==> config.mk <==
export PLATFORM = sky130hd
export DESIGN_NAME = ysyx_25040111_lsu_axi
export DESIGN_NICKNAME = d
export VERILOG_FILES = /design/src/rtl/ysyx_25040111_lsu_axi_pkg.sv /design/src/rtl/ysyx_25040111_lsu_align.sv /design/src/rtl/ysyx_25040111_lsu_axi.sv
export SDC_FILE = /design/constraint.sdc
export NUM_CORES = 1
export LEC_CHECK = 0
export ABC_AREA = 1
export CAP_MARGIN = 20
export CELL_PAD_IN_SITES_DETAIL_PLACEMENT = 1
export CELL_PAD_IN_SITES_GLOBAL_PLACEMENT = 1
export CORE_ASPECT_RATIO = 0.8
export CORE_MARGIN = 2
export CORE_UTILIZATION = 28
export CTS_BUF_LIST = sky130_fd_sc_hd__clkbuf_8
export DETAILED_ROUTE_END_ITERATION = 7
export PLACE_DENSITY_LB_ADDON = 0.1
export SLEW_MARGIN = 20
export SYNTH_ARGS = -nofsm -noshare
export SYNTH_HDL_FRONTEND = slang
export SYNTH_SLANG_ARGS = --single-unit
==> constraint.sdc <==
create_clock -name clock -period 4 [get_ports clock]
set_input_delay 1.2 -clock clock [delete_from_list [all_inputs] [get_ports clock]]
set_output_delay 1.2 -clock clock [all_outputs]
set_load 0.01 [all_outputs]
==> src/rtl/ysyx_25040111_lsu_axi_pkg.sv <==
// ----------------------------------------------------------------------------
// ysyx_25040111_lsu_axi_pkg
//   Shared definitions for the LSU-to-AXI4 responder:
//     - AXI4 burst / size / response encodings
//     - LSU access-size enum (byte / half / word) and its decode from the
//       2-bit request mask
//     - FSM state typedef of the responder
//   Optional feature macro used by the top: YSYX_25040111_LSU_FAULT_EN
// ----------------------------------------------------------------------------
package ysyx_25040111_lsu_axi_pkg;

    localparam logic [1:0] AXI_BURST_INCR = 2'b01;

    localparam logic [2:0] AXI_SIZE_1B = 3'b000;
    localparam logic [2:0] AXI_SIZE_2B = 3'b001;
    localparam logic [2:0] AXI_SIZE_4B = 3'b010;

    localparam logic [1:0] AXI_RESP_OKAY = 2'b00;

    typedef enum logic [1:0] {
        LSU_BYTE = 2'b00,
        LSU_HALF = 2'b01,
        LSU_WORD = 2'b10
    } lsu_size_e;

    typedef enum logic [2:0] {
        ST_IDLE  = 3'd0,
        ST_RADDR = 3'd1,
        ST_RDATA = 3'd2,
        ST_WRITE = 3'd3,
        ST_WRESP = 3'd4
    } lsu_state_e;

    // Request mask encoding: 00 byte, 01 half, 10 and 11 both mean word.
    function automatic lsu_size_e mask_to_size(input logic [1:0] mask);
        lsu_size_e size;
        case (mask)
            2'b00:   size = LSU_BYTE;
            2'b01:   size = LSU_HALF;
            default: size = LSU_WORD;
        endcase
        return size;
    endfunction

    function automatic logic [2:0] size_to_axsize(input lsu_size_e size);
        logic [2:0] axsize;
        case (size)
            LSU_BYTE: axsize = AXI_SIZE_1B;
            LSU_HALF: axsize = AXI_SIZE_2B;
            default:  axsize = AXI_SIZE_4B;
        endcase
        return axsize;
    endfunction

endpackage

==> src/rtl/ysyx_25040111_lsu_align.sv <==
// ----------------------------------------------------------------------------
// ysyx_25040111_lsu_align
//   Purely combinational lane handling between the LSU and the 32-bit bus.
//   Read side : selects the addressed byte/half from the raw bus word and
//               zero- or sign-extends it; burst beats pass through untouched.
//   Write side: replicates narrow store data across all lanes and builds the
//               matching byte strobe.
// Ports
//   r_raw   in  32  raw read data from the bus
//   addr_lo in   2  low address bits of the access
//   size    in      access size (lsu_size_e)
//   sign    in   1  sign-extend narrow loads
//   burst   in   1  burst read: no shifting or extension
//   r_out   out 32  aligned/extended load data
//   w_raw   in  32  LSB-aligned store data
//   w_out   out 32  lane-replicated store data
//   w_strb  out  4  byte strobes
// ----------------------------------------------------------------------------
module ysyx_25040111_lsu_align
    import ysyx_25040111_lsu_axi_pkg::*;
(
    input  logic [31:0] r_raw,
    input  logic [1:0]  addr_lo,
    input  lsu_size_e   size,
    input  logic        sign,
    input  logic        burst,
    output logic [31:0] r_out,
    input  logic [31:0] w_raw,
    output logic [31:0] w_out,
    output logic [3:0]  w_strb
);

    logic [7:0]  r_byte;
    logic [15:0] r_half;

    always_comb begin
        // Half-word lane is chosen by addr[1] only; addr[0] is ignored.
        r_byte = r_raw[{addr_lo, 3'b000} +: 8];
        r_half = r_raw[{addr_lo[1], 4'b0000} +: 16];
        r_out  = r_raw;
        if (!burst) begin
            case (size)
                LSU_BYTE: r_out = {{24{sign & r_byte[7]}}, r_byte};
                LSU_HALF: r_out = {{16{sign & r_half[15]}}, r_half};
                default:  r_out = r_raw;
            endcase
        end
    end

    always_comb begin
        w_out  = w_raw;
        w_strb = 4'b1111;
        case (size)
            LSU_BYTE: begin
                w_out  = {4{w_raw[7:0]}};
                w_strb = 4'b0001 << addr_lo;
            end
            LSU_HALF: begin
                w_out  = {2{w_raw[15:0]}};
                w_strb = 4'b0011 << {addr_lo[1], 1'b0};
            end
            default: begin
                w_out  = w_raw;
                w_strb = 4'b1111;
            end
        endcase
    end

endmodule

==> src/rtl/ysyx_25040111_lsu_axi.sv <==
// ----------------------------------------------------------------------------
// ysyx_25040111_lsu_axi
//   Memory-side responder for the core's LSU request interface. Accepts one
//   read (single or INCR burst) or one write at a time from the arbiter and
//   turns it into an AXI4 master transaction on io_master_*.
//   Read beats come back as one-cycle lsu_rready pulses with lsu_rdata
//   (single reads aligned/extended, burst beats raw); a write completes with
//   a one-cycle lsu_wready pulse when the B response is taken.
//
// Ports
//   clock, reset               clock; synchronous active-high reset
//   lsu_rvalid/raddr/rlen/burst/rsign/rmask   read request (held until accepted)
//   lsu_rready, lsu_rdata      per-beat return pulse and data
//   lsu_wvalid/waddr/wdata/wmask              write request (held until accepted)
//   lsu_wready                 write-done pulse
//   io_master_ar*/r*/aw*/w*/b* AXI4 master channels
//   lsu_fault, lsu_fault_addr  only with YSYX_25040111_LSU_FAULT_EN defined:
//                              pulse alongside lsu_rready/lsu_wready when the
//                              response is not OKAY, carrying the request address
//
// Handshake rule used throughout: a transfer happens in a cycle where both
// valid and ready are high at the rising clock edge; valid, once raised,
// stays high until that transfer.
// ----------------------------------------------------------------------------
module ysyx_25040111_lsu_axi
    import ysyx_25040111_lsu_axi_pkg::*;
#(
    parameter int ID_W   = 4,
    parameter int AXI_ID = 0
) (
    input  logic            clock,
    input  logic            reset,

    input  logic            lsu_rvalid,
    output logic            lsu_rready,
    output logic [31:0]     lsu_rdata,
    input  logic [31:0]     lsu_raddr,
    input  logic [7:0]      lsu_rlen,
    input  logic            lsu_burst,
    input  logic            lsu_rsign,
    input  logic [1:0]      lsu_rmask,

    input  logic            lsu_wvalid,
    output logic            lsu_wready,
    input  logic [31:0]     lsu_wdata,
    input  logic [31:0]     lsu_waddr,
    input  logic [1:0]      lsu_wmask,

    output logic            io_master_ar_valid,
    input  logic            io_master_ar_ready,
    output logic [31:0]     io_master_ar_addr,
    output logic [ID_W-1:0] io_master_ar_id,
    output logic [7:0]      io_master_ar_len,
    output logic [2:0]      io_master_ar_size,
    output logic [1:0]      io_master_ar_burst,

    input  logic            io_master_r_valid,
    output logic            io_master_r_ready,
    input  logic [31:0]     io_master_r_data,
    input  logic [1:0]      io_master_r_resp,
    input  logic            io_master_r_last,
    input  logic [ID_W-1:0] io_master_r_id,

    output logic            io_master_aw_valid,
    input  logic            io_master_aw_ready,
    output logic [31:0]     io_master_aw_addr,
    output logic [ID_W-1:0] io_master_aw_id,
    output logic [7:0]      io_master_aw_len,
    output logic [2:0]      io_master_aw_size,
    output logic [1:0]      io_master_aw_burst,

    output logic            io_master_w_valid,
    input  logic            io_master_w_ready,
    output logic [31:0]     io_master_w_data,
    output logic [3:0]      io_master_w_strb,
    output logic            io_master_w_last,

    input  logic            io_master_b_valid,
    output logic            io_master_b_ready,
    input  logic [1:0]      io_master_b_resp,
    input  logic [ID_W-1:0] io_master_b_id
`ifdef YSYX_25040111_LSU_FAULT_EN
    ,
    output logic            lsu_fault,
    output logic [31:0]     lsu_fault_addr
`endif
);

    // ------------------------------------------------------------------
    // State and latched request
    // ------------------------------------------------------------------
    lsu_state_e state_q, state_d;
    logic [31:0] addr_q, addr_d;
    logic [31:0] wdata_q, wdata_d;
    logic [7:0]  len_q, len_d;
    logic [7:0]  beat_q, beat_d;
    logic        burst_q, burst_d;
    logic        sign_q, sign_d;
    lsu_size_e   size_q, size_d;
    logic        aw_done_q, aw_done_d;
    logic        w_done_q, w_done_d;

    logic [31:0] rd_aligned;
    logic [31:0] wd_replicated;
    logic [3:0]  wd_strb;

    ysyx_25040111_lsu_align u_align (
        .r_raw   (io_master_r_data),
        .addr_lo (addr_q[1:0]),
        .size    (size_q),
        .sign    (sign_q),
        .burst   (burst_q),
        .r_out   (rd_aligned),
        .w_raw   (wdata_q),
        .w_out   (wd_replicated),
        .w_strb  (wd_strb)
    );

    // ------------------------------------------------------------------
    // Static AXI fields, all driven from the latched request
    // ------------------------------------------------------------------
    assign io_master_ar_addr  = addr_q;
    assign io_master_ar_id    = ID_W'(AXI_ID);
    assign io_master_ar_len   = len_q;
    assign io_master_ar_size  = burst_q ? AXI_SIZE_4B : size_to_axsize(size_q);
    assign io_master_ar_burst = AXI_BURST_INCR;

    assign io_master_aw_addr  = addr_q;
    assign io_master_aw_id    = ID_W'(AXI_ID);
    assign io_master_aw_len   = 8'd0;
    assign io_master_aw_size  = size_to_axsize(size_q);
    assign io_master_aw_burst = AXI_BURST_INCR;

    assign io_master_w_data   = wd_replicated;
    assign io_master_w_strb   = wd_strb;
    assign io_master_w_last   = 1'b1;

    // ------------------------------------------------------------------
    // Next-state and handshake outputs
    // ------------------------------------------------------------------
    always_comb begin
        state_d   = state_q;
        addr_d    = addr_q;
        wdata_d   = wdata_q;
        len_d     = len_q;
        beat_d    = beat_q;
        burst_d   = burst_q;
        sign_d    = sign_q;
        size_d    = size_q;
        aw_done_d = aw_done_q;
        w_done_d  = w_done_q;

        io_master_ar_valid = 1'b0;
        io_master_r_ready  = 1'b0;
        io_master_aw_valid = 1'b0;
        io_master_w_valid  = 1'b0;
        io_master_b_ready  = 1'b0;
        lsu_rready         = 1'b0;
        lsu_rdata          = 32'd0;
        lsu_wready         = 1'b0;
`ifdef YSYX_25040111_LSU_FAULT_EN
        lsu_fault          = 1'b0;
        lsu_fault_addr     = 32'd0;
`endif

        case (state_q)
            ST_IDLE: begin
                // Reads take priority; a concurrent write stays pending upstream.
                if (lsu_rvalid) begin
                    addr_d  = lsu_raddr;
                    len_d   = lsu_burst ? lsu_rlen : 8'd0;
                    burst_d = lsu_burst;
                    sign_d  = lsu_rsign;
                    size_d  = mask_to_size(lsu_rmask);
                    beat_d  = 8'd0;
                    state_d = ST_RADDR;
                end else if (lsu_wvalid) begin
                    addr_d    = lsu_waddr;
                    wdata_d   = lsu_wdata;
                    size_d    = mask_to_size(lsu_wmask);
                    burst_d   = 1'b0;
                    aw_done_d = 1'b0;
                    w_done_d  = 1'b0;
                    state_d   = ST_WRITE;
                end
            end

            ST_RADDR: begin
                io_master_ar_valid = 1'b1;
                if (io_master_ar_ready) begin
                    state_d = ST_RDATA;
                end
            end

            ST_RDATA: begin
                io_master_r_ready = 1'b1;
                if (io_master_r_valid) begin
                    lsu_rready = 1'b1;
                    lsu_rdata  = rd_aligned;
`ifdef YSYX_25040111_LSU_FAULT_EN
                    if (io_master_r_resp != AXI_RESP_OKAY) begin
                        lsu_fault      = 1'b1;
                        lsu_fault_addr = addr_q;
                    end
`endif
                    // Either rlast or our own beat count ends the burst, so a
                    // slave that never raises rlast cannot hang the LSU.
                    if (io_master_r_last || (beat_q == len_q)) begin
                        state_d = ST_IDLE;
                    end else begin
                        beat_d = beat_q + 8'd1;
                    end
                end
            end

            ST_WRITE: begin
                io_master_aw_valid = !aw_done_q;
                io_master_w_valid  = !w_done_q;
                aw_done_d = aw_done_q | io_master_aw_ready;
                w_done_d  = w_done_q  | io_master_w_ready;
                if (aw_done_d && w_done_d) begin
                    state_d = ST_WRESP;
                end
            end

            ST_WRESP: begin
                io_master_b_ready = 1'b1;
                if (io_master_b_valid) begin
                    lsu_wready = 1'b1;
`ifdef YSYX_25040111_LSU_FAULT_EN
                    if (io_master_b_resp != AXI_RESP_OKAY) begin
                        lsu_fault      = 1'b1;
                        lsu_fault_addr = addr_q;
                    end
`endif
                    state_d = ST_IDLE;
                end
            end

            default: begin
                state_d = ST_IDLE;
            end
        endcase

        // Reset abandons the transaction outright: no handshakes with the bus
        // and no completion pulse towards the LSU in the reset cycle.
        if (reset) begin
            state_d            = ST_IDLE;
            io_master_ar_valid = 1'b0;
            io_master_r_ready  = 1'b0;
            io_master_aw_valid = 1'b0;
            io_master_w_valid  = 1'b0;
            io_master_b_ready  = 1'b0;
            lsu_rready         = 1'b0;
            lsu_rdata          = 32'd0;
            lsu_wready         = 1'b0;
`ifdef YSYX_25040111_LSU_FAULT_EN
            lsu_fault          = 1'b0;
            lsu_fault_addr     = 32'd0;
`endif
        end
    end

    always_ff @(posedge clock) begin
        if (reset) begin
            state_q   <= ST_IDLE;
            addr_q    <= 32'd0;
            wdata_q   <= 32'd0;
            len_q     <= 8'd0;
            beat_q    <= 8'd0;
            burst_q   <= 1'b0;
            sign_q    <= 1'b0;
            size_q    <= LSU_BYTE;
            aw_done_q <= 1'b0;
            w_done_q  <= 1'b0;
        end else begin
            state_q   <= state_d;
            addr_q    <= addr_d;
            wdata_q   <= wdata_d;
            len_q     <= len_d;
            beat_q    <= beat_d;
            burst_q   <= burst_d;
            sign_q    <= sign_d;
            size_q    <= size_d;
            aw_done_q <= aw_done_d;
            w_done_q  <= w_done_d;
        end
    end

    // Response ids (and, without fault reporting, response codes) carry no
    // information for a single-id, one-outstanding master.
`ifdef YSYX_25040111_LSU_FAULT_EN
    logic unused_axi_id;
    assign unused_axi_id = ^{io_master_r_id, io_master_b_id};
`else
    logic unused_axi_resp_id;
    assign unused_axi_resp_id = ^{io_master_r_resp, io_master_b_resp,
                                  io_master_r_id, io_master_b_id};
`endif

endmodule

==> results of run 1 <==
==> power breakdown <==
part | switching [mW] | internal (mW)
combinational | 1.63 | 1.41
sequential | 0.270 | 1.15
clock | 0.365 | 0.288
==> critical path, delay by kind of cell <==
family                 cells  cell delay, ns
AND/OR/NAND/NOR            2            0.20
buffers and inverters      4            1.33
==> cell usage after synthesis, drive strengths merged <==
cell	n	area share (%)
conb	2	0.13
nand4	4	0.43
dfxtp	89	31
clkbuf	28	1.8
buf	87	11
nor3	4	0.62
nand2	238	16
o22ai	8	1.6
a22oi	9	1.2
inv	93	6.0
nand3	32	3.2
o211ai	4	0.51
a31oi	8	0.86
xor2	1	0.15
xnor2	3	0.45
o21ai	117	10
a21oi	90	8.6
nor3b	2	0.26
nor2	95	6.6
or2	2	0.21
ha	1	0.21
==> cells by family (layout without fill, tap and decap cells) <==
family	after synthesis	count (layout)	synth area share, %
AOI/OAI and AO/OA	236	236	22.9
and+or+nand+nor	377	377	27.0
xor gates and xnor gates	4	4	0.600
adders and majority gates	1	1	0.214
buffers and inverters	208	447	18.6
other	2	23	0.129
DFF	89	89	30.5
==> layout make-up <==
type	instances	area, sq um	area share (%)
clock buffers	9	124	1.38
clock inverters	7	70.1	0.778
inverters	93	352	3.90
multi-input cells	641	3070	34.0
flip-flops and latches	89	1780	19.8
well taps	269	337	3.74
repair buffers	338	3270	36.4
==> layout by cell type (no fill, tap or decap), drive strengths merged <==
master	instances
a21oi	90
dlygate4sd2	26
clkdlybuf4s15	3
ha	1
clkdlybuf4s50	266
xor2	1
o21ai	117
clkbuf	14
inv	95
nor3b	2
nor3	4
a31oi	8
clkinv	1
nand2	238
dfxtp	89
a22oi	9
conb	23
or2	2
nor2	95
buf	38
bufinv	1
nand4	4
nand3	32
o22ai	8
o211ai	4
clkinvlp	3
xnor2	3
==> final timing paths <==
check                        start               endpoint  slack (ns)
max                          reset     io_master_aw_valid        0.07
min          io_master_ar_addr[16]  io_master_ar_addr[16]        0.47
max reg2reg             state_q[1]    io_master_ar_len[3]        2.13
min reg2reg  io_master_ar_addr[16]  io_master_ar_addr[16]        0.47
==> state kept, by name, indices dropped and copies added (netlist names) <==
signal	count
beat_q	8
sign_q	1
io_master_ar_addr	32
burst_q	1
w_done_q	1
io_master_ar_len	8
aw_done_q	1
state_q	3
size_q	2
wdata_q	32
==> metal layers <==
layer  track usage [%]  vias up
li1                  -     3370
met1              25.8     3080
met2              34.5      225
met3              6.13       22
met4              4.79        2
met5                 0        -
==> stage by stage <==
step,util (%),area [sq um],setup TNS [ns]
floorplan,-,5920,0
global placement,42.9,8830,-10.59
detailed placement,42.9,8830,-11.47
CTS,43.9,9030,0
global route,43.7,9000,0
finish,43.7,9000,0
==> repair_timing <==
item / in CTS / in global routing
endpoints found under the setup margin: 33 / 11
endpoints found under the hold margin: 0 / 0
setup buffers: 2 / 0
resized for setup: 52 / 10
hold buffers: 0 / 0
pin swaps: 2 / 2
==> reports/summary.txt, run 1 <==
Iteration-0 DRC Markers - 350
DR top layer - met5
total grt overflow - 0
mean instance size in the synthesized netlist - 6.37 sq um
wire length of the first global-routing pass - 35800 microns
met2 routed WL - 10800 microns
wire length the detailed router placed on met1 - 10000 microns
synthesis-to-finish area growth - 54.2%
highest clock rate - 255 MHz
number of input and output port buffers inserted - 302
Die W - 165 microns
effective utilization at floorplan - 28.4%
worst min path class - reg2reg
number of cell rows - 47
top-level I/O count - 338
Final HPWL DP - 17500 microns
Post-Layout Cell Count - 1446
final clock period utilization by the worst path - 98.2%
cell area after technology mapping - 5840 sq um
proportion of layout cells with a drive suffix above 1 - 9.52%
worst rel slew slack - 49.4%
filler cell count in the final layout - 2664
number of remaining DRC errors - 0
Hold Crit Depth - 2
P_leak - 3.84 nW
maximum root-to-sink buffer count - 2
cells after synthesis - 917
number of clock buffers inserted by TritonCTS - 9
CP max stage delay - 0.55 ns
cells traversed along the worst timing path - clkdlybuf4s50_1 -> buf_4 -> inv_2 -> nand2_1 -> nor2_1 -> clkdlybuf4s50_1
result of the run - completed
category of the worst setup path launch point - input port
area of the core - 20600 sq um
unrepaired setup endpoints after global routing - false
initial antenna violation count - 1
min Tclk post-route - 3.93 ns
Worst-path clk slew - 0.10 ns
Final Skew - 0.0149 ns
count of synthesis-stage warnings from yosys - 0
setup slack after layout - 0.0734 ns
max_cap viols - 0
average wire per cell in the routed design - 16.0 microns
maximum level of the CTS H-tree - 3
maximum fanout encountered on the critical timing path - 22
maximum number of pins on one net before global-route repair - 72
endpoint type of the worst setup path - output pin
Worst Reg2Reg Path Length in Cells - 6
maximum resistive drop on vdd - 0.253 mV
count of endpoints failing hold in the final timing report - 0
mean number of vias per cell - 4.63
Final Routed Wirelength - 23200 microns
slew at the pin closest to its max-slew limit - 0.757 ns
Critical Path RT - 2.80 ns
Min Hold Slack - 0.474 ns
clock tree from TritonCTS - built
count of pins over their slew limit - 0
slowest stage cell, crit path - sky130_fd_sc_hd__clkdlybuf4s50_1
met3 wire length - 2020 microns
sequential fraction of the synthesis area - 30.5%
number of nets in the final layout - 1337
post-layout power - 5.11 mW
worst setup timing slack at the placement stage - -0.440 ns
gr usage total - 20.5%
die height - 133 microns
placed cell count - 1428
vias in the first global route - 6585
final antenna diode count - 0
number of clock sinks seen by CTS - 89
number of distinct library cell variants in the gate-level netlist after synthesis - 39
data arrival time of the critical path - 2.73 ns
Clock Latency Late Sink - 0.38 ns
final count of negative-setup-slack endpoints - 0
Most Frequent Cell on Critical Path - sky130_fd_sc_hd__clkdlybuf4s50_1
cell at the root of the clock tree - sky130_fd_sc_hd__clkbuf_8
FF+latch count, synth - 89
Die Outline Area - 22000 sq um
drt first pass iters - 4
power per cell area - 567 nW/um^2
detailed-route via count - 6699
ANT nets after route - 0
weighted congestion reported at the end of routability-driven placement - 0.781
path type of the worst setup path - in2out
No activity file was read; power rests on OpenSTA's default activity.
==> run 2: changes to the inputs <==
- CORE_MARGIN: 2 -> 3
==> reports/summary.txt, run 2 (same netlist as run 1, synthesis figures left out) <==
mean number of vias per cell - 4.63 (about the same)
maximum fanout encountered on the critical timing path - 7 (-68%)
Worst-path clk slew - 0.08 ns (-0.02 ns)
final core utilization - 44.8% (+1.0 points)
cell at the root of the clock tree - sky130_fd_sc_hd__clkbuf_8
endpoint type of the worst setup path - output pin
setup slack after layout - 0.0428 ns (-0.0307 ns)
number of nets in the final layout - 1338 (+0.075%)
Final Routed Wirelength - 24100 microns (+3.7%)
wire length of the first global-routing pass - 37700 microns (+5.4%)
average wire per cell in the routed design - 16.7 microns (+4.0%)
initial antenna violation count - 1 (unchanged)
vias in the first global route - 6833 (+3.8%)
top-level I/O count - 338 (unchanged)
Hold Crit Depth - 2 (unchanged)
max_cap viols - 0 (unchanged)
number of input and output port buffers inserted - 302 (unchanged)
ANT nets after route - 0 (unchanged)
maximum level of the CTS H-tree - 3 (unchanged)
category of the worst setup path launch point - input port
Iteration-0 DRC Markers - 400 (+14%)
placed instance area - 8820 sq um (-0.16%)
number of remaining DRC errors - 0 (unchanged)
final clock period utilization by the worst path - 98.9% (+0.77 points)
maximum number of pins on one net before global-route repair - 72 (unchanged)
P_leak - 3.83 nW (-0.11%)
gr usage total - 20.6% (+0.095 points)
power per cell area - 578 nW/um^2 (+1.8%)
area of all placed cells without fillers - 9010 sq um (+0.13%)
slew at the pin closest to its max-slew limit - 0.750 ns (-0.00688 ns)
effective utilization at floorplan - 29.0% (+0.62 points)
clock tree from TritonCTS - built
multi-input logic area - 3080 sq um (+0.61%)
maximum root-to-sink buffer count - 2 (unchanged)
final count of negative-setup-slack endpoints - 0 (unchanged)
Register Area - 1780 sq um (unchanged)
Final Skew - 0.0118 ns (-0.00313 ns)
Worst Reg2Reg Path Length in Cells - 6 (unchanged)
commonest cells after routing, fill and taps aside - sky130_fd_sc_hd__clkdlybuf4s50_1 (267), sky130_fd_sc_hd__nand2_1 (231), sky130_fd_sc_hd__nor2_1 (89), sky130_fd_sc_hd__dfxtp_1 (89), sky130_fd_sc_hd__inv_1 (80)
worst setup timing slack at the placement stage - -0.400 ns (+0.0401 ns)
detailed-route via count - 6686 (-0.19%)
count of endpoints failing hold in the final timing report - 0 (unchanged)
Die Outline Area - 22600 sq um (+2.7%)
result of the run - completed
commonest non-fill, non-tap cell in the layout - sky130_fd_sc_hd__clkdlybuf4s50_1
Min Hold Slack - 0.468 ns (-0.00506 ns)
Die W - 167 microns (+1.2%)
highest clock rate - 253 MHz (-0.77%)
drt first pass iters - 5 (+1)
synthesis-to-finish area growth - 54.3%
worst min path class - reg2reg
data arrival time of the critical path - 2.76 ns (+0.03 ns)
min Tclk post-route - 3.96 ns (+0.0307 ns)
worst rel slew slack - 49.9% (+0.46 points)
Final TNS setup - 0 ns (unchanged)
maximum resistive drop on vdd - 0.290 mV (+15%)
Critical Path RT - 2.80 ns (about the same)
die height - 135 microns (+1.5%)
Final HPWL DP - 18300 microns (+4.3%)
number of clock sinks seen by CTS - 89 (unchanged)
Clock Latency Late Sink - 0.37 ns (about the same)
filler cell count in the final layout - 2630 (-1.3%)
proportion of layout cells with a drive suffix above 1 - 11.2% (+1.7 points)
count of pins over their slew limit - 0 (unchanged)
path type of the worst setup path - in2out
number of clock buffers inserted by TritonCTS - 9 (unchanged)
weighted congestion reported at the end of routability-driven placement - 0.839 (+7.5%)
area of the core - 20100 sq um (-2.1%)
unrepaired setup endpoints after global routing - false
total grt overflow - 0 (unchanged)
number of cell rows - 46 (-2.1%)
## run 2: cell types whose count changed in the layout (fill, tap and decap cells not counted), moves of 2 or more
| cell | delta |
|---|---|
| sky130_fd_sc_hd__dlymetal6s2s_1 | +2 |
| sky130_fd_sc_hd__buf_4 | +2 |
| sky130_fd_sc_hd__a21oi_1 | -5 |
| sky130_fd_sc_hd__a21oi_2 | +5 |
| sky130_fd_sc_hd__clkbuf_2 | +4 |
| sky130_fd_sc_hd__buf_2 | +9 |
| sky130_fd_sc_hd__dlygate4sd2_1 | -17 |
## run 2: path summary, 6_finish.rpt
| path | start | end | slack, ns |
|---|---|---|---|
| min reg2reg | io_master_ar_addr[4] | io_master_ar_addr[4] | 0.47 |
| max reg2reg | state_q[1] | sign_q | 2.11 |
| min | io_master_ar_addr[4] | io_master_ar_addr[4] | 0.47 |
| max | reset | lsu_rready | 0.04 |
## run 2: per-layer routing
| layer | part of all wire [%] | global-route usage, % |
|---|---|---|
| met4 | 1.4 | 4.68 |
| met1 | 44 | 26.0 |
| met2 | 47 | 35.5 |
| met5 | 0 | 0 |
| met3 | 7.3 | 5.63 |
## run 2: what timing repair did
item                                    4_1_cts  5_1_grt
pin swaps                                     1        4
buffers inserted                              1        2
gates cloned                                  0        1
endpoints found under the setup margin       32       21
gates resized for setup                      76       26
hold buffers                                  0        0
## run 2: area by class of cell
type / instances / area share [%]
tap: 264 / 3.66
antenna: 1 / 0.0278
multi-input combinational: 641 / 34.2
sequential: 89 / 19.8
clock inverter: 7 / 1.05
clock buffer: 9 / 1.37
timing repair buffer: 339 / 36.0
inverter: 93 / 3.90
## run 2: per-stage QoR
step	cells	total power, mW
floorplan	938	3.14
global placement	1422	4.49
detailed placement	1422	4.53
CTS	1439	5.27
global route	1443	5.63
finish	1443	5.21
## run 2: critical path, cell delays in order
cell                              delay, ns
sky130_fd_sc_hd__clkdlybuf4s50_1       0.43
sky130_fd_sc_hd__nor2_2                0.15
sky130_fd_sc_hd__nand2_2               0.12
sky130_fd_sc_hd__inv_4                 0.11
sky130_fd_sc_hd__buf_4                 0.11
sky130_fd_sc_hd__buf_4                 0.10
sky130_fd_sc_hd__clkdlybuf4s50_1       0.53
## run 2: where the power goes
| part | total, mW | internal [mW] | switching, mW | leakage, nW |
|---|---|---|---|---|
| registers | 1.41 | 1.15 | 0.260 | 0.731 |
| clock network | 0.709 | 0.353 | 0.355 | 0.109 |
| logic | 3.09 | 1.41 | 1.68 | 2.99 |
| total | 5.21 | 2.91 | 2.29 | 3.83 |
==> run 3: changes to the inputs <==
- CORE_MARGIN: 3 -> 8
==> reports/summary.txt, run 3 (same netlist as run 1, synthesis figures left out) <==
result of the run - completed
Iteration-0 DRC Markers - 307 (-23%)
setup slack after layout - 0.0815 ns (+0.0387 ns)
placed cell count - 1430 (+0.56%)
number of clock buffers inserted by TritonCTS - 9 (unchanged)
endpoint type of the worst setup path - output pin
number of nets in the final layout - 1342 (+0.30%)
number of remaining DRC errors - 0 (unchanged)
count of endpoints failing hold in the final timing report - 0 (unchanged)
final clock period utilization by the worst path - 98.0% (-0.97 points)
mean number of vias per cell - 4.64 (+0.14%)
die height - 145 microns (+7.4%)
number of cell rows - 47 (+2.2%)
filler cell count in the final layout - 2681 (+1.9%)
drt first pass iters - 4 (-1)
slew at the pin closest to its max-slew limit - 0.795 ns (+0.0446 ns)
commonest cells after routing, fill and taps aside - sky130_fd_sc_hd__clkdlybuf4s50_1 (266), sky130_fd_sc_hd__nand2_1 (231), sky130_fd_sc_hd__nor2_1 (89), sky130_fd_sc_hd__dfxtp_1 (89), sky130_fd_sc_hd__inv_1 (79)
gr usage total - 18.9% (-1.7 points)
Critical Path RT - 2.80 ns (about the same)
path type of the worst setup path - in2out
cell at the root of the clock tree - sky130_fd_sc_hd__clkbuf_8
maximum fanout encountered on the critical timing path - 22 (+15)
worst rel slew slack - 46.8% (-3.1 points)
clock tree from TritonCTS - built
category of the worst setup path launch point - input port
vias in the first global route - 6958 (+1.8%)
placed instance area - 8830 sq um (+0.18%)
Final Skew - 0.0115 ns (-0.000311 ns)
power per cell area - 573 nW/um^2 (-0.84%)
worst min path class - reg2reg
Final Routed Wirelength - 25300 microns (+5.3%)
slowest stage cell, crit path - sky130_fd_sc_hd__clkdlybuf4s50_1
cells traversed along the worst timing path - clkdlybuf4s50_1 -> buf_6 -> inv_2 -> nand2_1 -> nor2_1 -> clkdlybuf4s50_1
synthesis-to-finish area growth - 55.1%
top-level I/O count - 338 (unchanged)
average wire per cell in the routed design - 17.4 microns (+4.5%)
Die Outline Area - 25800 sq um (+14%)
Final HPWL DP - 19600 microns (+7.3%)
number of input and output port buffers inserted - 302 (unchanged)
worst setup timing slack at the placement stage - -0.493 ns (-0.0928 ns)
Worst-path clk slew - 0.10 ns (+0.02 ns)
area of the core - 20600 sq um (+2.2%)
Die W - 177 microns (+6.0%)
highest clock rate - 255 MHz (+0.99%)
P_leak - 3.85 nW (+0.46%)
Clock Latency Late Sink - 0.37 ns (about the same)
unrepaired setup endpoints after global routing - false
final count of negative-setup-slack endpoints - 0 (unchanged)
wire length of the first global-routing pass - 39400 microns (+4.4%)
maximum number of pins on one net before global-route repair - 72 (unchanged)
Most Frequent Cell on Critical Path - sky130_fd_sc_hd__clkdlybuf4s50_1
area of all placed cells without fillers - 9060 sq um (+0.49%)
maximum root-to-sink buffer count - 2 (unchanged)
max_cap viols - 0 (unchanged)
CP max stage delay - 0.57 ns (+0.04 ns)
weighted congestion reported at the end of routability-driven placement - 0.794 (-5.4%)
effective utilization at floorplan - 28.4% (-0.62 points)
ANT nets after route - 0 (unchanged)
number of buffers and inverters on the critical path - 4 (-1)
count of pins over their slew limit - 0 (unchanged)
proportion of layout cells with a drive suffix above 1 - 11.7% (+0.47 points)
maximum resistive drop on vdd - 0.283 mV (-2.6%)
commonest non-fill, non-tap cell in the layout - sky130_fd_sc_hd__clkdlybuf4s50_1
total grt overflow - 0 (unchanged)
Post-Layout Cell Count - 1453 (+0.69%)
min Tclk post-route - 3.92 ns (-0.0387 ns)
family of cells with the greatest summed delay on the critical path - buffers and inverters
Final TNS setup - 0 ns (unchanged)
number of clock sinks seen by CTS - 89 (unchanged)
maximum level of the CTS H-tree - 3 (unchanged)
detailed-route via count - 6742 (+0.84%)
data arrival time of the critical path - 2.72 ns (-0.04 ns)
initial antenna violation count - 4 (+3)
==> run 3: worst paths after layout <==
check / startpoint / to / slack, ns / cells past startpoint
setup / recovery: reset / io_master_w_valid / 0.08 / 6
hold reg to reg: io_master_ar_addr[16] / io_master_ar_addr[16] / 0.46 / 2
setup reg to reg: state_q[1] / sign_q / 2.06 / 6
hold / removal: io_master_ar_addr[16] / io_master_ar_addr[16] / 0.46 / 2
==> run 3: worst reg2reg max path, stage by stage (launching register included) <==
cell and delay, ns:
sky130_fd_sc_hd__dfxtp_1 0.40, sky130_fd_sc_hd__nor3_4 0.31, sky130_fd_sc_hd__inv_2 0.08, sky130_fd_sc_hd__nor2_1 0.61, sky130_fd_sc_hd__inv_2 0.22, sky130_fd_sc_hd__nor2_1 0.16, sky130_fd_sc_hd__nor2_1 0.06
==> run 3: stage by stage <==
| stage | power (mW) | hold slack, ns | util [%] |
|---|---|---|---|
| 4_1_cts | 5.29 | 0.475 | 43.9 |
| 3_3_place_gp | 4.51 | 0.450 | 42.9 |
| 5_1_grt | 5.59 | 0.499 | 44.0 |
| 3_5_place_dp | 4.55 | 0.461 | 42.9 |
| 2_1_floorplan | 3.14 | 0.453 | - |
| 6_report | 5.19 | 0.464 | 44.0 |
==> run 3: repair_timing <==
action / CTS / global route
gates resized for setup: 107 / 5
setup buffers: 4 / 0
pin swaps: 3 / 1
setup endpoints to repair: 33 / 3
cloned: 1 / 0
hold buffers: 0 / 0
==> run 3: report_power, final <==
group	internal, mW	switching [mW]
Combinational	1.42	1.68
Clock	0.314	0.368
Sequential	1.15	0.266
Total	2.88	2.31
==> run 3: per-layer routing <==
layer,vias to the layer above,wire [microns],global-route usage [%]
met3,23,2210,6.12
met2,212,12000,32.3
li1,3379,-,-
met1,3124,10900,22.8
met4,4,250,3.83
met5,-,23,0
==> run 3: layout make-up <==
type | count | area (sq um) | share of cell area [%]
diodes | 2 | 5.00 | 0.0552
clock buffers | 10 | 138 | 1.52
clock inverters | 6 | 72.6 | 0.801
inverters | 93 | 349 | 3.85
multi-input cells | 641 | 3090 | 34.1
flip-flops and latches | 89 | 1780 | 19.7
well taps | 269 | 337 | 3.72
repair buffers | 342 | 3280 | 36.2
repair inverters | 1 | 7.51 | 0.0829
